File: src/rtl/idelay_multi_pkg.sv
// idelay_multi_pkg: shared constants for the multi-lane tap delay line.
//   MODE_*    : values of the IDELAY_TYPE parameter
//   SETTLE_W  : width of the per-lane settle counter (SETTLE range 1..15)
package idelay_multi_pkg;
  localparam int MODE_FIXED    = 0;
  localparam int MODE_VARIABLE = 1;
  localparam int MODE_VAR_LOAD = 2;

  localparam int SETTLE_W = 4;
endpackage

File: src/rtl/idelay_multi_if.sv
// idelay_multi_if: lane data and tap-control bundle for idelay_multi.
//   master : drives din, ce, inc, ld, ldpipeen, cntvaluein (pad sampler / align FSM)
//   slave  : the delay block; drives dout, cntvalueout, settled
// Lane k of a packed tap bus lives at [k*TAP_W +: TAP_W].
interface idelay_multi_if #(
  parameter int NCH   = 4,
  parameter int TAP_W = 5
);
  logic [NCH-1:0]       din;
  logic [NCH-1:0]       ce;
  logic [NCH-1:0]       inc;
  logic [NCH-1:0]       ld;
  logic [NCH-1:0]       ldpipeen;
  logic [NCH*TAP_W-1:0] cntvaluein;
  logic [NCH-1:0]       dout;
  logic [NCH*TAP_W-1:0] cntvalueout;
  logic [NCH-1:0]       settled;

  modport master (
    output din, ce, inc, ld, ldpipeen, cntvaluein,
    input  dout, cntvalueout, settled
  );

  modport slave (
    input  din, ce, inc, ld, ldpipeen, cntvaluein,
    output dout, cntvalueout, settled
  );
endinterface

File: src/rtl/idelay_multi_lane.sv
// idelay_multi_lane: one lane of the tap delay line.
//   clk, rst    : clock, asynchronous active-high reset
//   din         : lane input (optionally inverted by INV)
//   ce, inc     : tap step enable and direction (1 up, 0 down, modulo 2**TAP_W)
//   ld          : tap load strobe, priority over ce
//   ldpipeen    : pipe register capture strobe (only with IDELAY_MULTI_LDPIPE_EN)
//   cntvaluein  : load value
//   dout        : delayed output, registered; dout(n) = din(n-tap-1)
//   cntvalueout : current tap register
//   settled     : high once the tap has been untouched for SETTLE cycles
// Optional feature: macro IDELAY_MULTI_LDPIPE_EN adds a pipe register so a
// VAR_LOAD ld takes the previously captured value instead of cntvaluein.
module idelay_multi_lane
  import idelay_multi_pkg::*;
#(
  parameter int TAP_W        = 5,
  parameter int IDELAY_TYPE  = MODE_FIXED,
  parameter int IDELAY_VALUE = 0,
  parameter int SETTLE       = 3,
  parameter bit INV          = 1'b0
) (
  input  logic             clk,
  input  logic             rst,
  input  logic             din,
  input  logic             ce,
  input  logic             inc,
  input  logic             ld,
  input  logic             ldpipeen,
  input  logic [TAP_W-1:0] cntvaluein,
  output logic             dout,
  output logic [TAP_W-1:0] cntvalueout,
  output logic             settled
);
  localparam int                   DEPTH       = 1 << TAP_W;
  localparam logic [TAP_W-1:0]     TAP_INIT    = TAP_W'(IDELAY_VALUE);
  localparam logic [SETTLE_W-1:0]  SETTLE_INIT = SETTLE_W'(SETTLE);
  localparam bit                   TAP_CTRL    = (IDELAY_TYPE != MODE_FIXED);
  localparam bit                   LOAD_EXT    = (IDELAY_TYPE == MODE_VAR_LOAD);

  logic [DEPTH-1:0]    sh_q, sh_d;
  logic                dout_q, dout_d;
  logic [TAP_W-1:0]    tap_q, tap_d;
  logic [SETTLE_W-1:0] cnt_q, cnt_d;
  logic [TAP_W-1:0]    load_val;
  logic                evt;

`ifdef IDELAY_MULTI_LDPIPE_EN
  // ld reads pipe_q before this edge's capture, so ld+ldpipeen together
  // loads the old contents while the new value is staged.
  logic [TAP_W-1:0] pipe_q, pipe_d;

  always_comb begin
    pipe_d = pipe_q;
    if (TAP_CTRL && ldpipeen) pipe_d = cntvaluein;
  end

  always_ff @(posedge clk or posedge rst) begin
    if (rst) pipe_q <= '0;
    else     pipe_q <= pipe_d;
  end

  assign load_val = pipe_q;
`else
  logic unused_ldpipeen;
  assign unused_ldpipeen = ldpipeen;
  assign load_val        = cntvaluein;
`endif

  always_comb begin
    evt   = TAP_CTRL && (ld || ce);
    tap_d = tap_q;
    cnt_d = cnt_q;

    if (!TAP_CTRL)  tap_d = TAP_INIT;
    else if (ld)    tap_d = LOAD_EXT ? load_val : TAP_INIT;
    else if (ce)    tap_d = inc ? tap_q + TAP_W'(1) : tap_q - TAP_W'(1);

    // Any accepted event restarts the settle window, even a no-op load.
    if (evt)                cnt_d = SETTLE_INIT;
    else if (cnt_q != '0)   cnt_d = cnt_q - SETTLE_W'(1);

    sh_d   = {sh_q[DEPTH-2:0], din ^ INV};
    dout_d = sh_q[tap_q];
  end

  // stage boundary: delay line, output tap, tap and settle registers
  always_ff @(posedge clk or posedge rst) begin
    if (rst) begin
      sh_q   <= '0;
      dout_q <= 1'b0;
      tap_q  <= TAP_INIT;
      cnt_q  <= '0;
    end else begin
      sh_q   <= sh_d;
      dout_q <= dout_d;
      tap_q  <= tap_d;
      cnt_q  <= cnt_d;
    end
  end

  assign dout        = dout_q;
  assign cntvalueout = tap_q;
  assign settled     = (cnt_q == '0);
endmodule

File: src/rtl/idelay_multi.sv
// idelay_multi: NCH independent programmable tap delay lanes.
//   clk, rst : clock, asynchronous active-high reset
//   bus      : idelay_multi_if.slave (din, ce, inc, ld, ldpipeen, cntvaluein in;
//              dout, cntvalueout, settled out)
// Parameters: NCH lanes, TAP_W tap width (depth 2**TAP_W), IDELAY_TYPE
// (0 FIXED, 1 VARIABLE, 2 VAR_LOAD), IDELAY_VALUE reset tap, SETTLE cycles,
// INV_MASK per-lane input inversion.
// Optional feature: macro IDELAY_MULTI_LDPIPE_EN enables per-lane load pipe registers.
module idelay_multi
  import idelay_multi_pkg::*;
#(
  parameter int             NCH          = 4,
  parameter int             TAP_W        = 5,
  parameter int             IDELAY_TYPE  = MODE_FIXED,
  parameter int             IDELAY_VALUE = 0,
  parameter int             SETTLE       = 3,
  parameter logic [NCH-1:0] INV_MASK     = '0
) (
  input  logic          clk,
  input  logic          rst,
  idelay_multi_if.slave bus
);
  for (genvar k = 0; k < NCH; k++) begin : g_lane
    idelay_multi_lane #(
      .TAP_W       (TAP_W),
      .IDELAY_TYPE (IDELAY_TYPE),
      .IDELAY_VALUE(IDELAY_VALUE),
      .SETTLE      (SETTLE),
      .INV         (INV_MASK[k])
    ) u_lane (
      .clk        (clk),
      .rst        (rst),
      .din        (bus.din[k]),
      .ce         (bus.ce[k]),
      .inc        (bus.inc[k]),
      .ld         (bus.ld[k]),
      .ldpipeen   (bus.ldpipeen[k]),
      .cntvaluein (bus.cntvaluein[k*TAP_W +: TAP_W]),
      .dout       (bus.dout[k]),
      .cntvalueout(bus.cntvalueout[k*TAP_W +: TAP_W]),
      .settled    (bus.settled[k])
    );
  end
endmodule

File: src/flat_wrapper.sv
// flat-port wrapper written by rule: the top's interface ports become plain ports
module idelay_multi_flat import idelay_multi_pkg::*;
#(
  parameter int             NCH          = 4,
  parameter int             TAP_W        = 5,
  parameter int             IDELAY_TYPE  = MODE_FIXED,
  parameter int             IDELAY_VALUE = 0,
  parameter int             SETTLE       = 3,
  parameter logic [NCH-1:0] INV_MASK     = '0
)
  (clk, rst, bus_din, bus_ce, bus_inc, bus_ld, bus_ldpipeen, bus_cntvaluein, bus_dout, bus_cntvalueout, bus_settled);
  idelay_multi_if #(.NCH(NCH), .TAP_W(TAP_W)) bus_i ();
  input  logic clk;
  input  logic rst;
  input wire logic [$bits(bus_i.din)-1:0] bus_din;
  input wire logic [$bits(bus_i.ce)-1:0] bus_ce;
  input wire logic [$bits(bus_i.inc)-1:0] bus_inc;
  input wire logic [$bits(bus_i.ld)-1:0] bus_ld;
  input wire logic [$bits(bus_i.ldpipeen)-1:0] bus_ldpipeen;
  input wire logic [$bits(bus_i.cntvaluein)-1:0] bus_cntvaluein;
  output wire logic [$bits(bus_i.dout)-1:0] bus_dout;
  output wire logic [$bits(bus_i.cntvalueout)-1:0] bus_cntvalueout;
  output wire logic [$bits(bus_i.settled)-1:0] bus_settled;
  assign bus_i.din = bus_din;
  assign bus_i.ce = bus_ce;
  assign bus_i.inc = bus_inc;
  assign bus_i.ld = bus_ld;
  assign bus_i.ldpipeen = bus_ldpipeen;
  assign bus_i.cntvaluein = bus_cntvaluein;
  assign bus_dout = bus_i.dout;
  assign bus_cntvalueout = bus_i.cntvalueout;
  assign bus_settled = bus_i.settled;
  idelay_multi #(.NCH(NCH), .TAP_W(TAP_W), .IDELAY_TYPE(IDELAY_TYPE), .IDELAY_VALUE(IDELAY_VALUE), .SETTLE(SETTLE), .INV_MASK(INV_MASK)) u_core (.clk(clk), .rst(rst), .bus(bus_i));
endmodule
File: config.mk
export PLATFORM = sky130hd
export DESIGN_NAME = idelay_multi_flat
export DESIGN_NICKNAME = d
export VERILOG_FILES = /design/src/rtl/idelay_multi_pkg.sv /design/src/rtl/idelay_multi_if.sv /design/src/rtl/idelay_multi_lane.sv /design/src/rtl/idelay_multi.sv /design/src/flat_wrapper.sv
export SDC_FILE = /design/constraint.sdc
export NUM_CORES = 1
export LEC_CHECK = 0
export CAP_MARGIN = 10
export CORE_ASPECT_RATIO = 0.7
export CORE_MARGIN = 2
export CORE_UTILIZATION = 40
export DETAILED_ROUTE_END_ITERATION = 12
export HOLD_SLACK_MARGIN = 0.08
export PLACE_DENSITY = 0.84
export SYNTH_ARGS = -nofsm -noshare
export SYNTH_HDL_FRONTEND = slang
export SYNTH_SLANG_ARGS = --single-unit
File: constraint.sdc
create_clock -name clk -period 3.9 [get_ports clk]
set_input_delay 0.975 -clock clk [delete_from_list [all_inputs] [get_ports clk]]
set_output_delay 0.975 -clock clk [all_outputs]
set_load 0.1 [all_outputs]
## Yosys cells after proc, flatten, opt, wreduce, memory -nomap -nowiden

Cells that the tools add are included.

| storage, ports and cells | value |
|---|---|
| register bits | 24 |
| bits in latches | 0 |
| memory bits (writable) | 0 |
| ROM bits | 0 |
| input bits | 42 |
| output and inout bits | 28 |
| memories | 0 |

| operators by class | value |
|---|---|
| $add $sub $neg | 4 |
| multiply operators | 0 |
| divide/modulo/power cells | 0 |
| order comparisons | 0 |
| equality and inequality tests | 0 |
| shifts and indexed selects | 0 |
| mux-type cells | 0 |
| bitwise operators | 0 |
| reduce and logical (&&, ||, !) cells | 8 |

Operator list:

| operator | number |
|---|---|
| $logic_not A4 Y1 | 4 |
| $reduce_bool A4 Y1 | 4 |
| $sub A4 B1 Y4 const B | 4 |

## Logic depth before layout (Yosys ltp)

Gate-level depths: netlist of the first run.

| depth | value |
|---|---|
| depth in word-level cells | 1 |
| depth in mapped cells | 4 |

## Hierarchy

From an unflattened synthesis of the first run, not the netlist that was laid out.

| unflattened totals | value |
|---|---|
| cells, all modules | 96 |
| area total of the unflattened synthesis | 1146.1 µm² |

By module, submodules not included:

| module | instances | cells an instance | area each (µm²) | seq. area each (µm²) |
|---|---|---|---|---|
| idelay_multi_lane | 4 | 24 | 286.5 | 150.1 |

## Worst setup path before layout of the first run

Ideal clock, no wire load.

| timing path | value |
|---|---|
| kind | register to output |
| start | reg u_core.g_lane[3].u_lane.cnt_q[0] |
| end | out bus_settled[3] |
| data arrival time | 1181 ps |
| required time | 2925 ps |
| path slack | 1744 ps |
| stages on the path, launching flop included | 5 |
| cell sequence | dfrtp_1 -> inv_1 -> ha_1 -> nor3b_4 -> buf_4 |

| between the ends | value |
|---|---|
| cells in the longest elaborated chain, start to end | 1 |

Ends and longest elaborated chain:

| item | line | source |
|---|---|---|
| from (decl) | idelay_multi_lane.sv:43 | `logic [SETTLE_W-1:0] cnt_q, cnt_d;` |
| from (signal assigned) | idelay_multi_lane.sv:97 | `cnt_q <= cnt_d;` |
| $logic_not A4 Y1 | idelay_multi_lane.sv:103 | `assign settled = (cnt_q == '0);` |
| to (decl) | flat_wrapper.sv:23 | `output wire logic [$bits(bus_i.settled)-1:0] bus_settled;` |

No other way between the ends.

## Worst setup path in the final report of the first run

| timing path | value |
|---|---|
| start | reg u_core.g_lane[0].u_lane.dout_q |
| end | out bus_dout[0] |

RTL lines:

| item | line | source |
|---|---|---|
| from (decl) | idelay_multi_lane.sv:41 | `logic dout_q, dout_d;` |
| from (signal assigned) | idelay_multi_lane.sv:95 | `dout_q <= dout_d;` |
| to (decl) | flat_wrapper.sv:21 | `output wire logic [$bits(bus_i.dout)-1:0] bus_dout;` |

No word-level cell between the ends.

==> impl_results.md, run 1 <==
* Status: complete, no violations
* DR WL/cell at 9.90 um
* DR vias at 592
* Critical R2R Launch: u_core.g_lane[2].u_lane.cnt_q[0]$_DFFE_PP0N_
* Static Leak at 0.649 nW
* Post-cts sizing count at 0
* Ant. Diodes at 0
* Max stage delay on crit path at 1.13 ns
* Reg2reg path depth at 4
* Final cycle utilization of the critical path at 69.1%
* Die Area at 3440 sq um
* Max Clock Skew at 0.00249 ns
* Max-slew violation count at 0
* Maximum VDD drop at 0.000257 V
* CTS Hold Bufs at 0
* Yosys warning count at 0
* I/O pins at 70
* Grt total ovfl at 0
* Least-Margin Pin Slew at 0.964 ns
* First-pass GRT wire length at 2650 um
* Mapped Avg Cell Area at 11.7 sq um
* CP bufs+invs at 1
* Post-CTS Setup Bufs at 0
* Number of global-route vias before repair at 615
* Clock tree sinks at 24
* Worst slack, placed at 1.49 ns
* Setup TNS at 0 ns
* # H-tree levels at 1
* Worst Setup EP: bus_dout[0]
* CTS buffer count at 3
* Die Y at 49.7 um
* Critical-path cell list: clkdlybuf4s50_1
* DR iter-0 viols at 5
* RSZ-0062 raised after global routing: no
* Initial core utilization at 42.3%
* Delay-heaviest family, CP: buffers and inverters
* Reg area at 601 sq um
* Worst-path fanout max at 1
* Post-DP HPWL at 1180 um
* DIE WIDTH at 69.3 um
* Setup WS post-layout at 1.21 ns
* Synth Register Bits at 24
* Critical Path Source: u_core.g_lane[0].u_lane.dout$_DFF_PP0_
* Final min period at 2.69 ns
* Slowest-stage cell, CP: clkdlybuf4s50_1
* Core Rows at 16
* DRT Wirelength at 1450 um
* Core Footprint at 2820 sq um
* Comb pwr share at 19.6%
* Net switching power at 0.181 mW
* Largest net degree at the start of global routing at 25
* Post-route DRC violation count at 0
* Crit path kind: flip-flop to primary output
* Worst skew pair latency at 0.26 ns
* # nets final at 157
* Pwr per Cell Area at 448 nW/um^2
* Flop-to-flop setup slack at 2.65 ns
* # setup viols final at 0
* Synth Cell Area at 1190 sq um
* Sw Share at 31.3%
* Total GRT Usage at 9.92%
* Worst-path clk slew at 0.08 ns
* Number of fill cells at 247
* Clock Tree Buf Depth at 2
* Vias/cell at 4.05
* Reg power frac at 43.9%
* Port-buffer cells at 13
* CTS Root Cell: clkbuf_8
* Critical Path RT at 2.92 ns
* RR Endpoint: u_core.g_lane[2].u_lane.cnt_q[1]$_DFFE_PP0N_
* HP Class: flip-flop to flip-flop
* Unique cell type count in the Yosys netlist at 13
* Max cap viols at 0
* CP Capture Type: primary output
* Final ANT Viol Nets at 0
* Multi-input logic area at 405 sq um
* CTS tree: built
* Area grow syn2layout at 8.18%
* RePlAce Congestion at 0.661
* Final Hold Vio Count at 0
* Startpoint types: flip-flop
* Post-synthesis sequential area ratio at 50.3%
* Worst path depth at 1
* Internal power at 0.398 mW
* Antenna violations before repair at 0
* Drt first pass iters at 4
* Max-slew headroom at 35.5%
* Hold slack at 0.360 ns
* Layout cells sized above 1 at 14.5%
* Fmax at 0.371 GHz
* Mapped Cells at 102
* Worst EP arrival at 1.72 ns
* Clock Power Share at 36.5%
==> placed cells by master, fill, tap and decap left out <==
cell type        instances
nor3b_4                  4
clkbuf_8                 3
nand3b_1                 4
ha_1                     4
nor3_1                   4
nor2_1                   4
bufinv_16                1
inv_1                   13
xnor2_1                  4
buf_4                    4
conb_1                  20
mux2_2                   4
dfrtp_1                 24
o21ai_0                  4
clkdlybuf4s50_1          9
mux2i_1                  4
==> worst min path at each step <==
| stage | from | endpoint | depth (start not counted) |
|---|---|---|---|
| 3_3_place_gp | u_core.g_lane[2].u_lane.sh_q[0]$_DFF_PP0_ | u_core.g_lane[2].u_lane.dout$_DFF_PP0_ | 0 |
| 4_1_cts | u_core.g_lane[1].u_lane.sh_q[0]$_DFF_PP0_ | u_core.g_lane[1].u_lane.dout$_DFF_PP0_ | 0 |
| 6_report | u_core.g_lane[1].u_lane.sh_q[0]$_DFF_PP0_ | u_core.g_lane[1].u_lane.dout$_DFF_PP0_ | 0 |
| 2_1_floorplan | u_core.g_lane[0].u_lane.sh_q[0]$_DFF_PP0_ | u_core.g_lane[0].u_lane.dout$_DFF_PP0_ | 0 |
| 3_5_place_dp | u_core.g_lane[1].u_lane.sh_q[0]$_DFF_PP0_ | u_core.g_lane[1].u_lane.dout$_DFF_PP0_ | 0 |
| 5_1_grt | u_core.g_lane[0].u_lane.sh_q[0]$_DFF_PP0_ | u_core.g_lane[0].u_lane.dout$_DFF_PP0_ | 0 |
==> final cells by class <==
cell class,count,share of cell area (%)
clock buffers,3,3.20
clock inverters,1,2.33
inverters,13,3.78
multi-input cells,56,31.4
flip-flops and latches,24,46.5
well taps,36,3.49
repair buffers,13,9.30
==> metrics by stage <==
step / utilization (%) / cell area (sq um) / power (mW) / cells
floorplan: - / 1260 / 0.380 / 121
global placement: 43.2 / 1220 / 0.372 / 142
detailed placement: 43.2 / 1220 / 0.373 / 142
CTS: 45.7 / 1290 / 0.586 / 146
global route: 45.7 / 1290 / 0.602 / 146
finish: 45.7 / 1290 / 0.578 / 146
==> synth_stat cells <==
| cell type | count | share of area (%) |
|---|---|---|
| buf_4 | 28 | 18 |
| conb_1 | 1 | 0.31 |
| dfrtp_1 | 24 | 50 |
| ha_1 | 4 | 4.2 |
| inv_1 | 13 | 4.1 |
| mux2_2 | 4 | 3.8 |
| mux2i_1 | 4 | 3.4 |
| nand3b_1 | 4 | 2.5 |
| nor2_1 | 4 | 1.3 |
| nor3_1 | 4 | 1.7 |
| nor3b_4 | 4 | 6.3 |
| o21ai_0 | 4 | 1.7 |
| xnor2_1 | 4 | 2.9 |
==> registers in the layout (all words and copies together) (netlist names) <==
| signal | count |
|---|---|
| u_core.g_lane.u_lane.cnt_q | 16 |
| u_core.g_lane.u_lane.dout | 4 |
| u_core.g_lane.u_lane.sh_q | 4 |
==> power groups by stage <==
| stage | combinational (mW) | sequential, mW | clock [mW] |
|---|---|---|---|
| floorplan | 0.122 | 0.258 | 0 |
| global placement | 0.113 | 0.259 | 0 |
| detailed placement | 0.114 | 0.259 | 0 |
| CTS | 0.114 | 0.254 | 0.218 |
| global route | 0.117 | 0.254 | 0.231 |
| finish | 0.113 | 0.254 | 0.211 |
==> routing by layer <==
layer | share of wire (%) | global-route usage [%]
met5 | 0 | 0
met4 | 0 | 1.96
met3 | 8.7 | 4.91
met2 | 45 | 15.7
met1 | 46 | 12.4
==> cells by family (layout without fill, tap and decap cells) <==
group	Yosys count	count (layout)	synth area share (%)
xor gates and xnor gates	4	4	2.93
muxes	8	8	7.13
and+or+nand+nor	16	16	11.7
buffers and inverters	41	30	21.7
adders and majority gates	4	4	4.19
AOI/OAI and AO/OA	4	4	1.68
DFF	24	24	50.3
other	1	20	0.314
(Power assumes the default switching activity.)
==> run 2: changes to the inputs <==
Settings changed: CORE_UTILIZATION 40 to 34, PLACE_DENSITY 0.84 to 0.76.
Clock period 3.9 ns to 2.25 ns, I/O delays scaled along.
==> run 2 against run 1 <==
Against the previous run: cell count is 8.2% higher; total power grew 73%; via count up 0.34%; combinational power up 73%; sequential share of layout area decreased by 2.1 points; non-clock buffer count is 1 higher; clock skew rose by 0.0014 ns; hold slack got worse by 0.0095 ns; final area increased by 4.7%; global-route usage down 1.7 points; die area increased by 16%; critical path depth rose by 3; critical endpoint is now bus_settled[0].
==> impl_results.md, run 2 (same netlist as run 1, synthesis figures left out) <==
* Final cycle utilization of the critical path at 91.2%
* CTS Hold Bufs at 0
* CP bufs+invs at 2
* Pwr per Cell Area at 741 nW/um^2
* DR WL/cell at 9.02 um
* Max Clock Skew at 0.00392 ns
* Grt total ovfl at 0
* Drt first pass iters at 4
* Maximum VDD drop at 0.000511 V
* Biggest register: u_core.g_lane.u_lane.cnt_q
* Port-buffer cells at 13
* Number of fill cells at 305
* # H-tree levels at 1
* Post-route DRC violation count at 0
* Slowest-stage cell, CP: dfrtp_1
* Final ANT Viol Nets at 0
* Critical-path cell list: inv_1, ha_1, nor3b_4, buf_12
* DR vias at 594
* Crit path kind: flip-flop to primary output
* Initial core utilization at 36.7%
* Status: complete, no violations
* Max cap viols at 0
* Post-cts sizing count at 0
* DRT Wirelength at 1430 um
* Setup TNS at 0 ns
* Largest net degree at the start of global routing at 25
* Fmax at 0.488 GHz
* Max stage delay on crit path at 0.42 ns
* Clock Tree Buf Depth at 2
* I/O pins at 70
* Reg2reg path depth at 4
* Startpoint types: flip-flop
* Total GRT Usage at 8.19%
* Hold Crit Start: u_core.g_lane[1].u_lane.sh_q[0]$_DFF_PP0_
* Delay-heaviest family, CP: flip-flops
* Critical R2R Launch: u_core.g_lane[0].u_lane.cnt_q[0]$_DFFE_PP0N_
* RePlAce Congestion at 0.618
* Vias/cell at 3.76
* Number of global-route vias before repair at 545
* Commonest non-fill, non-tap cells in the layout: dfrtp_1, conb_1, inv_1
* Core Footprint at 3250 sq um
* Post-DP HPWL at 1160 um
* HP Class: flip-flop to flip-flop
* Worst Hold End: u_core.g_lane[1].u_lane.dout$_DFF_PP0_
* Antenna violations before repair at 0
* CTS buffer count at 3
* Worst-path clk slew at 0.08 ns
* Power Total at 1.00 mW
* Hold path cells at 0
* Final min period at 2.05 ns
* M2 GR Usage at 11.5%
* CP Capture Type: primary output
* # setup viols final at 0
* Ant. Diodes at 0
* Flip-flop count of the largest register after layout at 16
* Static Leak at 0.683 nW
* Worst-path fanout max at 4
* CTS Root Cell: clkbuf_8
* DR iter-0 viols at 12
* Flop-to-flop setup slack at 0.94 ns
* Die Area at 4010 sq um
* Worst EP arrival at 1.49 ns
* Worst skew pair latency at 0.26 ns
* CTS tree: built
* Commonest non-fill, non-tap cell in the layout: dfrtp_1
* Met3 usage at 6.55%
* Critical Path RT at 1.69 ns
* GRT busiest layer: met2
* Area grow syn2layout at 13.3%
* First-pass GRT wire length at 2390 um
* Die Y at 53.6 um
* Clock tree sinks at 24
* Layout cells sized above 1 at 18.9%
* Post-CTS Setup Bufs at 0
* DIE WIDTH at 74.8 um
* Met1 global-route usage at 9.76%
* # nets final at 158
* Core Rows at 17
* Max-slew violation count at 0
* RSZ-0062 raised after global routing: no
* RR Endpoint: u_core.g_lane[0].u_lane.cnt_q[1]$_DFFE_PP0N_
* Final Hold Vio Count at 0
## run 2: cell count changes in the layout (fill, tap and decap cells not counted), sizes merged
cell,before,now
buf,4,9
clkdlybuf4s50,9,5
## run 2: worst max-delay path by stage
stage | startpoint | end | slack (ns) | cells after the start
CTS | u_core.g_lane[2].u_lane.cnt_q[0]$_DFFE_PP0N_ | bus_settled[2] | 0.19 | 4
detailed placement | u_core.g_lane[3].u_lane.cnt_q[0]$_DFFE_PP0N_ | bus_settled[3] | 0.48 | 4
finish | u_core.g_lane[0].u_lane.cnt_q[0]$_DFFE_PP0N_ | bus_settled[0] | 0.20 | 4
global placement | u_core.g_lane[3].u_lane.cnt_q[0]$_DFFE_PP0N_ | bus_settled[3] | 0.52 | 4
floorplan | u_core.g_lane[3].u_lane.cnt_q[0]$_DFFE_PP0N_ | bus_settled[3] | 0.51 | 4
global route | u_core.g_lane[1].u_lane.cnt_q[1]$_DFFE_PP0N_ | bus_settled[1] | 0.09 | 4
## run 2: where the power goes
part / switching (mW) / internal [mW] / leakage (nW) / total [mW]
combinational: 0.183 / 0.0134 / 0.331 / 0.196
clock: 0.129 / 0.237 / 0.0357 / 0.366
sequential: 0.00190 / 0.438 / 0.317 / 0.440
total: 0.313 / 0.689 / 0.683 / 1.00
## run 2: through the flow
step / hold WS, ns / cells / setup slack, ns / instance area (sq um) / util [%]
after CTS: 0.355 / 158 / 0.189 / 1350 / 41.6
after global placement: 0.338 / 154 / 0.520 / 1280 / 39.4
after global routing: 0.363 / 158 / 0.0937 / 1350 / 41.6
after floorplan: 0.331 / 121 / 0.506 / 1260 / -
after detailed placement: 0.336 / 154 / 0.482 / 1280 / 39.4
final: 0.350 / 158 / 0.199 / 1350 / 41.6
## run 2: cell type report
class	count	area [sq um]	share of cell area [%]
Clock buffer	3	41.3	3.05
Clock inverter	1	30.0	2.22
Inverter	13	48.8	3.61
Multi-Input combinational cell	56	405	30.0
Sequential cell	24	601	44.4
Tap cell	47	58.8	4.35
Timing Repair Buffer	14	168	12.4
## run 2: layer usage
| layer | wire [um] | part of all wire [%] |
|---|---|---|
| met5 | 0 | 0 |
| met3 | 226 | 16 |
| met1 | 615 | 43 |
| met2 | 583 | 41 |
| met4 | 0 | 0 |
## run 2: worst reg2reg max path, stage by stage, from the launching register on
cell,delay [ns]
dfrtp_1,0.42
inv_1,0.07
ha_1,0.20
nor3b_4,0.33
mux2i_1,0.22
==> run 3: changes to the inputs <==
Settings changed: CAP_MARGIN 10 to unset.
==> results of run 3 <==
Final layout, timing and power as in run 2 (identical DEF).
